==> src/rtl/fp_stream_accumulator.sv <==
// fp_stream_accumulator: reduces a stream of floating-point elements, one per
// beat, to a single scalar sum per vector.
//
// One pipelined fp_adder (latency L = FP_ADDER_LATENCY) is time-shared
// between L partial-sum slots. Consecutive elements rotate through the slots,
// so back-to-back input never waits on the adder loop. After the last element
// the slots are folded sequentially into one result.
//
// Ports:
//   clk, rst   clock; synchronous active-high reset
//   in_data    FP element (WIDTH bits)
//   in_valid   element present this cycle
//   in_last    final element of the vector (only meaningful with in_valid)
//   in_ready   high while accumulating
//   out_data   reduced sum, registered, held until the next result
//   out_valid  one-cycle pulse in the cycle out_data takes a new result
//   out_count  element count of the vector, registered with out_data
//              (present only when FP_STREAM_ACC_COUNT_EN is defined)
//
// Handshake: an element is consumed at a rising edge iff in_valid and
// in_ready are both high in that cycle; in_valid while in_ready is low is
// ignored, never buffered. There is no back-pressure on the output.
//
// Debug: the FSM state is held in the enum signal 'state' (S_ACCUM, S_WAIT,
// S_DRAIN, S_DONE) for checkers to bind to.
//
// Compile-time option: FP_STREAM_ACC_COUNT_EN adds the out_count port.

// Fixed-length shift register with synchronous clear.
module register_delay #(
  parameter int WIDTH = 1,
  parameter int DELAY = 1
) (
  input  logic             clk,
  input  logic             rst,
  input  logic [WIDTH-1:0] d,
  output logic [WIDTH-1:0] q
);
  logic [WIDTH-1:0] stage [DELAY];

  always_ff @(posedge clk) begin
    if (rst) begin
      for (int i = 0; i < DELAY; i++) stage[i] <= '0;
    end else begin
      stage[0] <= d;
      for (int i = 1; i < DELAY; i++) stage[i] <= stage[i-1];
    end
  end

  assign q = stage[DELAY-1];
endmodule

// IEEE-754 adder, round to nearest even, subnormals flushed to zero.
// The sum is formed combinationally and retimed through LATENCY stages;
// 'ready' marks an issue, 'valid' marks the matching result.
module fp_adder #(
  parameter int WIDTH   = 32,
  parameter int LATENCY = 11
) (
  input  logic             clk,
  input  logic             rst,
  input  logic [WIDTH-1:0] a,
  input  logic [WIDTH-1:0] b,
  input  logic             ready,
  output logic [WIDTH-1:0] o,
  output logic             valid
);
  localparam int EW   = (WIDTH == 64) ? 11 : (WIDTH == 16) ? 5 : 8;
  localparam int MW   = WIDTH - 1 - EW;
  localparam int FW   = MW + 4;            // hidden + fraction + guard/round/sticky
  localparam int EMAX = (1 << EW) - 1;

  logic [WIDTH-1:0] x, y, sum;
  logic             sx, sy, stk, round_up;
  int               ex, ey, e_res, sh, p;
  logic [FW-1:0]    mx, my, my_sh, nm;
  logic [FW:0]      acc;
  logic [MW:0]      fr;

  always_comb begin
    // x is the operand of larger magnitude, so the difference is never negative
    if (a[WIDTH-2:0] >= b[WIDTH-2:0]) begin
      x = a;
      y = b;
    end else begin
      x = b;
      y = a;
    end
    sx = x[WIDTH-1];
    sy = y[WIDTH-1];
    ex = int'(x[WIDTH-2:MW]);
    ey = int'(y[WIDTH-2:MW]);
    mx = (ex == 0) ? '0 : {1'b1, x[MW-1:0], 3'b000};
    my = (ey == 0) ? '0 : {1'b1, y[MW-1:0], 3'b000};

    sh    = (ex - ey > FW) ? FW : ex - ey;
    my_sh = my >> sh;
    stk   = 1'b0;
    for (int i = 0; i < FW; i++) if (i < sh && my[i]) stk = 1'b1;
    my_sh[0] = my_sh[0] | stk;

    if (sx == sy) acc = {1'b0, mx} + {1'b0, my_sh};
    else          acc = {1'b0, mx} - {1'b0, my_sh};

    // Normalise so the hidden bit lands in nm[FW-1]; nm[FW-1]=0 means zero.
    p = 0;
    if (acc[FW]) begin
      nm    = acc[FW:1];
      nm[0] = nm[0] | acc[0];
      e_res = ex + 1;
    end else begin
      for (int i = 0; i < FW; i++) if (acc[i]) p = i;
      nm    = acc[FW-1:0] << (FW - 1 - p);
      e_res = ex - (FW - 1 - p);
    end

    // A fraction carry-out wraps to all zeros, which is exactly 1.0 * 2^(e+1).
    round_up = nm[2] & (nm[1] | nm[0] | nm[3]);
    fr       = {1'b0, nm[FW-2:3]} + {{MW{1'b0}}, round_up};
    if (fr[MW]) e_res = e_res + 1;

    if (ex == EMAX) begin
      if (ey == EMAX && sx != sy) sum = {1'b0, {EW{1'b1}}, 1'b1, {(MW-1){1'b0}}};
      else                        sum = x;
    end else if (!nm[FW-1]) begin
      sum = {sx & sy, {(WIDTH-1){1'b0}}};   // exact cancellation gives +0
    end else if (e_res <= 0) begin
      sum = {sx, {(WIDTH-1){1'b0}}};
    end else if (e_res >= EMAX) begin
      sum = {sx, {EW{1'b1}}, {MW{1'b0}}};
    end else begin
      sum = {sx, EW'(e_res), fr[MW-1:0]};
    end
  end

  logic [WIDTH:0] pipe_q;

  register_delay #(.WIDTH(WIDTH + 1), .DELAY(LATENCY)) u_pipe (
    .clk (clk),
    .rst (rst),
    .d   ({ready, sum}),
    .q   (pipe_q)
  );

  assign valid = pipe_q[WIDTH];
  assign o     = pipe_q[WIDTH-1:0];
endmodule

module fp_stream_accumulator #(
  parameter int WIDTH            = 32,
  parameter int FP_ADDER_LATENCY = 11,
  parameter int MAX_LEN          = 4096
) (
  input  logic             clk,
  input  logic             rst,
  input  logic [WIDTH-1:0] in_data,
  input  logic             in_valid,
  input  logic             in_last,
  output logic             in_ready,
  output logic [WIDTH-1:0] out_data,
  output logic             out_valid
`ifdef FP_STREAM_ACC_COUNT_EN
  ,
  output logic [$clog2(MAX_LEN+1)-1:0] out_count
`endif
);
  localparam int L  = FP_ADDER_LATENCY;
  localparam int SW = (L > 1) ? $clog2(L) : 1;
  localparam int CW = $clog2(MAX_LEN + 1);
  localparam int TW = $clog2(L + 1);
  localparam logic [CW-1:0] L_CW      = CW'(L);
  localparam logic [CW-1:0] MAX_CW    = CW'(MAX_LEN);
  localparam logic [SW-1:0] LAST_SLOT = SW'(L - 1);
  localparam logic [TW-1:0] L_TW      = TW'(L);

  typedef enum logic [1:0] {S_ACCUM, S_WAIT, S_DRAIN, S_DONE} state_t;
  state_t state, state_nxt;

  logic [SW-1:0]    slot, fold_k, add_tag;
  logic [CW-1:0]    count, u_last;
  logic [L-1:0]     used;
  logic [WIDTH-1:0] psum [L];
  logic [WIDTH-1:0] total, add_a, add_b, add_o, psum0_now;
  logic [TW-1:0]    tmr;
  logic             add_ready, add_valid, accept, fwd;

  assign in_ready  = (state == S_ACCUM);
  assign out_valid = (state == S_DONE);
  assign accept    = in_valid & in_ready;

  // A result landing in the slot being issued this cycle bypasses psum;
  // this is exactly the back-to-back case, L accepts after the slot's last use.
  assign fwd = add_valid && (add_tag == slot);

  // Index of the last used slot: min(count, L) - 1.
  assign u_last = (count >= L_CW) ? L_CW - 1'b1 : count - 1'b1;

  // Slot 0 as it will read after this cycle's write-back.
  assign psum0_now = (add_valid && add_tag == '0) ? add_o : psum[0];

  always_comb begin
    add_ready = 1'b0;
    add_a     = in_data;
    add_b     = '0;
    case (state)
      S_ACCUM: begin
        if (accept) begin
          add_ready = 1'b1;
          if (used[slot]) add_b = fwd ? add_o : psum[slot];
        end
      end
      S_DRAIN: begin
        // one fold in flight at a time: issue only on the first drain cycle
        // and on the cycle after each result returns
        if (tmr == '0) begin
          add_ready = 1'b1;
          add_a     = total;
          add_b     = psum[fold_k];
        end
      end
      default: ;
    endcase
  end

  fp_adder #(.WIDTH(WIDTH), .LATENCY(L)) u_adder (
    .clk   (clk),
    .rst   (rst),
    .a     (add_a),
    .b     (add_b),
    .ready (add_ready),
    .o     (add_o),
    .valid (add_valid)
  );

  register_delay #(.WIDTH(SW), .DELAY(L)) u_tag (
    .clk (clk),
    .rst (rst),
    .d   (slot),
    .q   (add_tag)
  );

  always_comb begin
    state_nxt = state;
    case (state)
      S_ACCUM: if (accept && in_last) state_nxt = S_WAIT;
      S_WAIT:  if (tmr == L_TW) state_nxt = (u_last == '0) ? S_DONE : S_DRAIN;
      S_DRAIN: if (add_valid && CW'(fold_k) == u_last) state_nxt = S_DONE;
      S_DONE:  state_nxt = S_ACCUM;
      default: state_nxt = S_ACCUM;
    endcase
  end

  // Partial sums carry no reset: the used bits decide whether a slot is live.
  always_ff @(posedge clk) begin
    if (add_valid && (state == S_ACCUM || state == S_WAIT)) psum[add_tag] <= add_o;
  end

  always_ff @(posedge clk) begin
    if (rst) begin
      state    <= S_ACCUM;
      slot     <= '0;
      count    <= '0;
      used     <= '0;
      tmr      <= '0;
      fold_k   <= '0;
      total    <= '0;
      out_data <= '0;
`ifdef FP_STREAM_ACC_COUNT_EN
      out_count <= '0;
`endif
    end else begin
      state <= state_nxt;
      case (state)
        S_ACCUM: begin
          if (accept) begin
            used[slot] <= 1'b1;
            slot       <= (slot == LAST_SLOT) ? '0 : slot + 1'b1;
            if (count != MAX_CW) count <= count + 1'b1;
            // the cycle after the last accept is cycle 1 of the wait window
            tmr <= TW'(1);
          end
        end
        S_WAIT: begin
          if (tmr == L_TW) begin
            tmr    <= '0;
            fold_k <= SW'(1);
            total  <= psum0_now;
            if (u_last == '0) begin
              out_data <= psum0_now;
`ifdef FP_STREAM_ACC_COUNT_EN
              out_count <= count;
`endif
            end
          end else begin
            tmr <= tmr + 1'b1;
          end
        end
        S_DRAIN: begin
          if (add_valid) begin
            tmr    <= '0;
            total  <= add_o;
            fold_k <= fold_k + 1'b1;
            if (CW'(fold_k) == u_last) begin
              out_data <= add_o;
`ifdef FP_STREAM_ACC_COUNT_EN
              out_count <= count;
`endif
            end
          end else begin
            tmr <= tmr + 1'b1;
          end
        end
        S_DONE: begin
          slot  <= '0;
          count <= '0;
          used  <= '0;
          tmr   <= '0;
        end
        default: ;
      endcase
    end
  end
endmodule

==> config.mk <==
export PLATFORM = sky130hd
export DESIGN_NAME = fp_stream_accumulator
export DESIGN_NICKNAME = d
export VERILOG_FILES = /design/src/rtl/fp_stream_accumulator.sv
export SDC_FILE = /design/constraint.sdc
export NUM_CORES = 2
export LEC_CHECK = 0
export CELL_PAD_IN_SITES_DETAIL_PLACEMENT = 1
export CELL_PAD_IN_SITES_GLOBAL_PLACEMENT = 2
export CORE_MARGIN = 2
export CORE_UTILIZATION = 42
export DETAILED_ROUTE_END_ITERATION = 7
export PLACE_DENSITY_LB_ADDON = 0.1
export RECOVER_POWER = 50
export SYNTH_ARGS = -nofsm -noshare
export SYNTH_HDL_FRONTEND = slang
export SYNTH_SLANG_ARGS = --single-unit
==> constraint.sdc <==
create_clock -name clk -period 28.3 [get_ports clk]
set_input_delay 8.49 -clock clk [delete_from_list [all_inputs] [get_ports clk]]
set_output_delay 8.49 -clock clk [all_outputs]
set_load 0.05 [all_outputs]
==> impl_metrics.yaml <==
status:
  status: "finished with violations"
  violations: "max-capacitance violations, max-slew violations"
yosys:
  yosysSeqAreaShare: 0.476
  ys_types: 113
  syn-cell-area_mm2: 0.0440
  synth_seq_cells: 869
  yosysMostFrequentCell: "dfxtp_1"
  synth-edff-count: 352
  yosys.area.top_type: "edfxtp_1"
  ys_top_cells_by_count: "517 x dfxtp_1, 400 x nor2b_1, 381 x nand2_1"
  synth_top_flop_cell: "dfxtp_1"
  avgSynthCellArea_um2: 10.3
  ys_async_sr_fraction: 0
  yosysWarnings: 0
  yosys-top-cells-area: "edfxtp_1 24%, dfxtp_1 24%, mux4_2 7.1%"
  synth_top_area_share: 0.240
  netlist_instances: 4266
clock_network:
  cts_sinks: 869
  cts_max_level: 3
  clock_latency_ns: 0.70
  postCtsHoldBufs: 0
  root_buffer: "clkbuf_16"
  clk_pin_slew_ns: 0.06
  cts_tree: "done"
  cts_made_buffers: 94
  cts_buffer_depth: 3
timing:
  slew_violations: 363
  fin_crit_ns: 27.11
  fmax_ghz: 0.0369
  finalCritPeriodShare: 0.958
  rsz0062_at_grt: "no"
  setup_viol: 0
  final_hold_viol_count: 0
  timing.setup.tns_ns: 0
  tightest_slew_ns: 3.70
  finClkSkew_ns: 0.0499
  relSlewSlack: -1.46
placement:
  port_buffers: 69
  dp_cells: 5571
  gp_congestion: 0.953
  dp_hpwl_mm: 107
drt:
  antenna_left: 0
  wirelength_mm: 155
  drt_iter0_drc: 2920
  first_pass_iters: 5
  route.vias.total: 34500
  vias_per_cell: 5.99
  drc: 0
  wl_per_cell_um: 27.0
grt:
  grt_max_degree: 185
  grt_pass1_wl_mm: 230
  overflow: 0
  groute.usage.overall: 0.285
  antenna_found_initial: 8
  grt_pass1_vias: 34700
finish:
  fin_nets: 4417
  final_cells: 5758
  syn_to_final_growth_pct: 12.9
  drive_above_1_share: 0.128
die:
  boundaryPins: 70
  core_mm2: 0.104
  fp-row-count: 118
  die-area_mm2: 0.107
  start_util: 0.424
  die_y_um: 328
  die_w_um: 328
setup_path:
  crit_arrival_ns: 27.69
  cp-start-kind: "input port"
  critical_path.max_stage_delay_ns: 0.62
  cp_common_cell: "a21oi_1"
  crit_type: "input port to flop"
  end_kind: "flop"
  cp.required_ns: 28.87
  crit_slowest_cell: "o32ai_4"
  cp_max_fo: 26
flow_run:
  cap_viol_max_count: 11
worst_hold_path:
  hold_path_class: "flop to flop"
==> path summary, 6_finish.rpt <==
path	endpoint	depth (start not counted)	slack, ns	startpoint
max	u_adder.u_pipe.stage[0][11]$_SDFF_PP0_	73	1.19	in_valid
min	u_adder.u_pipe.stage[6][14]$_SDFF_PP0_	1	0.40	u_adder.u_pipe.stage[5][14]$_SDFF_PP0_
max reg2reg	u_adder.u_pipe.stage[0][11]$_SDFF_PP0_	73	7.33	flop
min reg2reg	u_adder.u_pipe.stage[6][14]$_SDFF_PP0_	1	0.40	u_adder.u_pipe.stage[5][14]$_SDFF_PP0_
==> final cells by class <==
| cell class | instances | area (µm²) |
|---|---|---|
| antenna | 3 | 7.51 |
| multi-input combinational | 3026 | 21700 |
| tap | 1380 | 1730 |
| inverter | 103 | 387 |
| fill | 11200 | 54000 |
| sequential | 869 | 20900 |
| clock inverter | 39 | 458 |
| timing repair buffer | 200 | 1660 |
| clock buffer | 138 | 2770 |
==> kinds of logic after synthesis <==
group                    Yosys count  synth area share
adder cells (fa/ha/maj)           87            0.0251
buffers and inverters            373            0.0354
AND/OR/NAND/NOR                 1542             0.175
other                              1         0.0000853
XOR/XNOR                         121            0.0241
AO/OA/AOI/OAI                    889             0.136
flip-flops                       869             0.476
multiplexers                     384             0.128
==> routing by layer <==
metal | vias to the layer above | track usage | share of wire
met5 | - | 0 | 0.00017
met1 | 17500 | 0.404 | 0.45
met3 | 257 | 0.0393 | 0.060
met2 | 1173 | 0.451 | 0.45
li1 | 15600 | - | -
met4 | 4 | 0.0907 | 0.032
==> timing repair <==
action / in CTS / in global routing
buffers inserted: 0 / 7
resized for setup: 0 / 3
setup endpoints to repair: 0 / 27
==> critical path, delay by kind of cell <==
| kind | cells | cell delay [ns] |
|---|---|---|
| AOI/OAI and AO/OA | 32 | 9.03 |
| buffers and inverters | 10 | 2.07 |
| adders and majority gates | 4 | 1.08 |
| and+or+nand+nor | 26 | 6.71 |
| xor gates and xnor gates | 1 | 0.20 |
==> flip-flops by register name, summed over array words and instances (netlist names), named ones only <==
signal	flops
count	13
fold_k	4
out_data	32
psum	352
slot	4
state	2
tmr	4
total	32
u_adder.u_pipe.stage	363
u_tag.stage	44
used	11
==> layout by cell type, fill, tap and decap left out, types with 46 or more instances in the layout <==
cell type | synthesis | final
mux4_2 | 139 | 139
xnor2_1 | 71 | 68
nand2_1 | 381 | 381
nand3_1 | 92 | 92
o22ai_1 | 46 | 46
xor2_1 | 50 | 49
o21ai_0 | 155 | 154
clkdlybuf4s50_1 | 0 | 68
buf_4 | 14 | 118
ha_1 | 85 | 85
mux2i_1 | 199 | 199
clkbuf_16 | 0 | 97
nor2_1 | 380 | 369
edfxtp_1 | 352 | 352
a211oi_1 | 67 | 67
dfxtp_1 | 517 | 510
nor3_1 | 66 | 63
inv_1 | 98 | 98
nor2b_1 | 400 | 400
a21oi_1 | 231 | 231
mux2_2 | 46 | 46
==> stage by stage <==
stage / util / setup slack, ns / area [µm²] / hold slack, ns
CTS: 0.479 / 1.27 / 49600 / 0.392
floorplan: - / 3.81 / 44000 / 0.414
detailed placement: 0.447 / 0.570 / 46400 / 0.424
finish: 0.479 / 1.19 / 49600 / 0.401
global route: 0.479 / 0.00676 / 49600 / 0.424
global placement: 0.447 / 1.37 / 46400 / 0.415
Power is not shown: default switching activity piles up to over one toggle a cycle in this logic, so the estimate is an artifact.
